[config.mk]
export PLATFORM = sky130hd
export DESIGN_NAME = edge_event_arbiter
export DESIGN_NICKNAME = d
export VERILOG_FILES = /design/src/rtl/edge_event_arbiter.sv
export SDC_FILE = /design/constraint.sdc
export NUM_CORES = 1
export LEC_CHECK = 0
export BUFFER_PORTS_ARGS = -buffer_cell sky130_fd_sc_hd__buf_2
export CAP_MARGIN = 30
export CORE_ASPECT_RATIO = 0.8
export CORE_MARGIN = 3
export CORE_UTILIZATION = 35
export CTS_CLUSTER_SIZE = 20
export DETAILED_ROUTE_END_ITERATION = 10
export GPL_ROUTABILITY_DRIVEN = 0
export GPL_TIMING_DRIVEN = 0
export MAX_ROUTING_LAYER = met4
export SKIP_CTS_REPAIR_TIMING = 1
export SLEW_MARGIN = 20
export SYNTH_ARGS = -nofsm -noshare
export SYNTH_HDL_FRONTEND = slang
export SYNTH_SLANG_ARGS = --single-unit
[constraint.sdc]
create_clock -name clk -period 4 [get_ports clk]
set_clock_uncertainty 0.15 [all_clocks]
set_input_delay 1.2 -clock clk [delete_from_list [all_inputs] [get_ports clk]]
set_output_delay 1.2 -clock clk [all_outputs]
set_load 0.01 [all_outputs]
[src/rtl/edge_event_arbiter.sv]
// Rising-edge event detector with round-robin arbitration onto a
// single valid/ready event stream, plus sticky per-channel overflow flags.
module edge_event_arbiter #(
  parameter int N_CH = 4
) (
  input  logic                      clk,
  input  logic                      rst,
  input  logic [N_CH-1:0]           sig,
  output logic                      event_valid,
  output logic [$clog2(N_CH)-1:0]   event_id,
  input  logic                      event_ready,
  output logic [N_CH-1:0]           pending,
  output logic [N_CH-1:0]           overflow,
  input  logic                      ovf_clear
);

  localparam int IW = $clog2(N_CH);

  logic [N_CH-1:0] sig_q;
  logic [N_CH-1:0] pending_q, pending_d;
  logic [N_CH-1:0] ovf_q, ovf_d;
  logic [N_CH-1:0] rise, grant_mask, ovf_set;
  logic            valid_q, valid_d;
  logic [IW-1:0]   id_q, id_d;
  logic [IW-1:0]   last_q, last_d;
  logic [IW-1:0]   win;
  logic            found, free;
  logic [IW:0]     cand;

  // Search upward from last_id+1, wrapping; cand is one bit wider
  // so last_id+k never truncates before the wrap subtraction.
  always_comb begin
    win   = '0;
    found = 1'b0;
    cand  = '0;
    for (int k = 1; k <= N_CH; k++) begin
      cand = {1'b0, last_q} + (IW+1)'(k);
      if (cand >= (IW+1)'(N_CH))
        cand = cand - (IW+1)'(N_CH);
      if (!found && pending_q[cand[IW-1:0]]) begin
        found = 1'b1;
        win   = cand[IW-1:0];
      end
    end
  end

  always_comb begin
    free       = ~valid_q | event_ready;
    rise       = sig & ~sig_q;
    grant_mask = '0;
    if (free && found)
      grant_mask[win] = 1'b1;
    // A rise onto a bit being granted this edge is a fresh event, not a loss.
    ovf_set   = rise & pending_q & ~grant_mask;
    ovf_d     = (ovf_clear ? '0 : ovf_q) | ovf_set;
    pending_d = (pending_q & ~grant_mask) | rise;
    valid_d   = valid_q;
    id_d      = id_q;
    last_d    = last_q;
    if (free) begin
      valid_d = found;
      if (found) begin
        id_d   = win;
        last_d = win;
      end
    end
  end

  // sig_q resets high so a level already high at release is not an edge.
  always_ff @(posedge clk or posedge rst) begin
    if (rst) begin
      sig_q     <= '1;
      pending_q <= '0;
      ovf_q     <= '0;
      valid_q   <= 1'b0;
      id_q      <= '0;
      last_q    <= IW'(N_CH - 1);
    end else begin
      sig_q     <= sig;
      pending_q <= pending_d;
      ovf_q     <= ovf_d;
      valid_q   <= valid_d;
      id_q      <= id_d;
      last_q    <= last_d;
    end
  end

  assign event_valid = valid_q;
  assign event_id    = id_q;
  assign pending     = pending_q;
  assign overflow    = ovf_q;

endmodule
## After elaboration in Yosys (flattened, before gate mapping)

Index checks and enable logic that the tools add are counted.

| storage, ports and cells | value |
|---|---|
| logic and storage cells | 67 |
| bits in registers | 17 |
| bits of input ports | 8 |

| operators by class | value |
|---|---|
| $lt $le $gt $ge | 10 |
| reduce and logical (&&, ||, !) cells | 9 |
| bitwise operators | 10 |
| mux-type cells | 24 |
| $add $sub $neg | 8 |

Operators by type and width:

| cell | count |
|---|---|
| $and 4x4->4 | 4 |
| $mux 2 | 8 |
| $lt 2x3->1 const B | 5 |
| $ge 3x3->1 const B | 4 |
| $mux 1 | 9 |
| $bmux 1 s2 | 4 |
| $mux 4 | 2 |
| $not 4->4 | 2 |
| $or 4x4->4 | 2 |
| $sub 2x1->2 const B | 4 |
| $add 2x2->3 const B | 2 |
| $logic_and 1x1->1 | 5 |
| $add 2x1->3 const B | 1 |
| $add 2x3->3 const B | 1 |
| $logic_not 1->1 | 3 |
| $demux 1 s2 | 1 |
| $ge 2x1->1 const B | 1 |
| $reduce_and 2->1 | 1 |
| $not 1->1 | 1 |
| $or 1x1->1 | 1 |

## Longest topological paths before layout

| depth | value |
|---|---|
| word-level depth | 23 |
| gate-level depth with buffers | 5 |
| gate-level depth less buffers | 4 |

## Worst setup path after synthesis

Ideal clock, no wire load.

| timing path | value |
|---|---|
| kind | input to register |
| start | in event_ready |
| end | reg pending_q[1], in the netlist pending[1] |
| library setup time | 0.143 ns |
| arrival | 1.970 ns |
| data required time | 3.707 ns |
| path slack | 1.737 ns |
| cell stages on the path | 5 |
| path through | inv_1 -> a21o_1 -> buf_2 -> a311oi_1 -> o22ai_1 |

| on the way | value |
|---|---|
| longest elaborated chain between the ends | 6 |

RTL lines:

| what | line | text |
|---|---|---|
| from (decl) | 11 | `input logic event_ready,` |
| $or 1x1->1 | 48 | `free = ~valid_q \| event_ready;` |
| $logic_and 1x1->1 | 51 | `if (free && found)` |
| $mux 4 | 51 |  |
| $not 4->4 | 56 | `pending_d = (pending_q & ~grant_mask) \| rise;` |
| $and 4x4->4 | 56 |  |
| $or 4x4->4 | 56 |  |
| via pending_d[1] | 20 | `logic [N_CH-1:0] pending_q, pending_d;` |
| to (signal assigned) | 80 | `pending_q <= pending_d;` |
| to (decl) | 20 |  |

The timed path passes the listed nets, and every way through them passes these cells.
A chain may end at the register's enable or synchronous reset.

## Worst setup path in the final report

| timing path | value |
|---|---|
| start | reg pending_q[3], in the netlist pending[3] |
| end | out pending[3] |

RTL lines:

| what | line | text |
|---|---|---|
| to (decl) | 12 | `output logic [N_CH-1:0] pending,` |

No word-level cell between the ends.

==> out/metrics.cfg <==
[setup_path]
reg2reg_from=pending[0]
worstSetupPathType=flip-flop to output pin
crit_arrival_ns=0.98
crit_required_ns=2.65
rr_worst_depth=4
cp_max_fo=8
crit_family=flip-flops
worst_path_largest_cell_delay_ns=0.50
path_depth=1
cp-start-kind=flip-flop
path_buf_inv=1
cp-end-kind=output pin
cp_cell_sequence=buf_2
crit_start=pending[3]
cpMaxStageDelayCell=dfrtp_1

[floorplanning]
io_pins=19
start_util_pct=39.4
die_w_um=59.2
rows=14
die_area_um2=2880
coreArea_um2=2010
die_h_um=48.6

[logic_synthesis]
synth_cell_types=28
synth_fp_nets=84
synth-edff-count=0
avgSynthCellArea_um2=10.4
yosysWarnings=0
ys_seq_elements=17
syn_area_um2=793
synth-main-ff-cell=dfrtp_1
async_flop_share_pct=100
syn-instance-count=76
synth-seq-area-share_pct=54.6

[clock_tree]
cts_inserted_buffers=3
cts.htree.levels=1
cts_root_buf=clkbuf_4
cts_tree=done
cts_sinks=17
path_clk_slew_ns=0.10
cts_buffer_depth=2
clock_latency_ns=0.29

[finish]
register_area_um2=433
nFillCells=184
drive_gt1_share_pct=33.7
final_net_count=107
multi_input_area_um2=329
utilization_pct=46.7
stdcell_count=122
syn_to_final_growth_pct=18.6
design_area_um2=941
diodes=0

[timing]
setup_tns_ns=0
fmax_mhz=429
hold_slack_ns=0.335
slew_headroom_pct=57.2
post-route-period-util_pct=58.3
rsz0062_at_grt=false
setup_viol=0
hold_viol_final=0
period_needed_ns=2.33
tightestPinTransition_ns=0.641
fin_ws_ns=1.67
slew_viol_final=0

[hold_path]
hold_class=flip-flop to flip-flop
hp-start=event_id[1]
hold_depth=1

[power_and_ir_drop]
power_switching_mw=0.268
p_comb_share_pct=42.3
swShare_pct=39.9
total_power_mw=0.671
intPower_mw=0.403
p_leak_nw=0.437
p_clk_share_pct=13.5
power_density_nw_per_um2=713
power_frac_seq_pct=44.2
ir_worst_vdd_uv=304

[routing]
wl_per_cell_um=12.7
antenna_left=0
vias_per_cell=5.11
wl_mm=1.55
remaining_drc_errors=0
drt_pre_antenna_iters=3
dr_total_vias=623
drtIter0Drc=16

[placement]
post-dp-hpwl_mm=1.19
dp_cells=118
portBuffers=18
dpl-instance-area_um2=913
place_ws_ns=1.50

[flow_run]
cap_violations=0

[grt]
grt_overflow=0
grt_max_degree=18
grt_util_all_layers_pct=12.7
grt_pass1_vias=608
antenna_found_initial=0
grt_pass1_wl_mm=2.77

[run_status]
outcome=complete, no violations

worst register-to-register path, stage by stage (launching register included):
cell	delay (ns)
dfrtp_1	0.46
or2_1	0.26
a311oi_1	0.48
a311oi_1	0.16
o41ai_2	0.21
layout by cell type (no fill, tap or decap), drive strengths merged, types with 3 or more instances in the layout:
cell | netlist | layout
nor3 | 3 | 3
nand2b | 4 | 4
dfstp | 6 | 6
a311oi | 3 | 3
dfrtp | 11 | 11
clkbuf | 1 | 4
nor2 | 8 | 8
a21oi | 7 | 7
a21o | 4 | 4
inv | 6 | 6
nor2b | 4 | 4
nand2 | 3 | 3
buf | 1 | 19
cells in the mapped netlist (2+ instances only):
| master | number | area [um^2] |
|---|---|---|
| nor2b_1 | 4 | 25.0 |
| dfrtp_1 | 11 | 275 |
| a311oi_1 | 2 | 17.5 |
| nor2_1 | 8 | 30.0 |
| a21oi_1 | 7 | 35.0 |
| o22ai_1 | 2 | 12.5 |
| inv_1 | 6 | 22.5 |
| nor3_1 | 3 | 15.0 |
| dfstp_2 | 6 | 158 |
| nand2_1 | 3 | 11.3 |
| nand2b_1 | 3 | 18.8 |
| or2b_1 | 2 | 15.0 |
| a21o_1 | 4 | 30.0 |
cell families after synthesis:
family | after synthesis | share of synthesized area, %
and+or+nand+nor | 28 | 19.7
AOI/OAI and AO/OA | 23 | 21.8
DFF | 17 | 54.6
buffers and inverters | 8 | 3.94
layout make-up:
class	count	area share, %
Sequential cell	17	46.0
Multi-Input combinational cell	51	35.0
Timing Repair Buffer	18	9.57
Tap cell	24	3.19
Clock buffer	3	2.39
Inverter	6	2.39
Buffer	2	0.931
Clock inverter	1	0.532
power by group through the flow:
stage	sequential, mW	clock (mW)	combinational (mW)
CTS	0.298	0.0978	0.290
global route	0.309	0.105	0.322
detailed placement	0.302	0	0.288
finish	0.296	0.0907	0.284
floorplan	0.309	0	0.183
global placement	0.297	0	0.281
routing by layer:
layer / vias up / wire [um] / GRT usage, %
li1: 311 / - / -
met1: 297 / 756 / 16.9
met2: 15 / 719 / 19.1
met3: 0 / 79 / 5.59
met4: 0 / 0 / 0
met5: - / 0 / -
worst paths after layout:
path,slack [ns],end
setup / recovery,1.67,pending[3]
hold / removal,0.34,event_id[1]
setup reg to reg,2.19,overflow[1]
hold reg to reg,0.34,event_id[1]
max in group asynchronous,2.46,event_valid
min in group asynchronous,0.83,overflow[2]
sequential cells by signal (all words and copies together) (netlist names):
signal and count:
event_valid 1, last_q 2, sig_q 4, pending 4, overflow 4, event_id 2
Note: power is estimated with default switching activity, not from simulation.
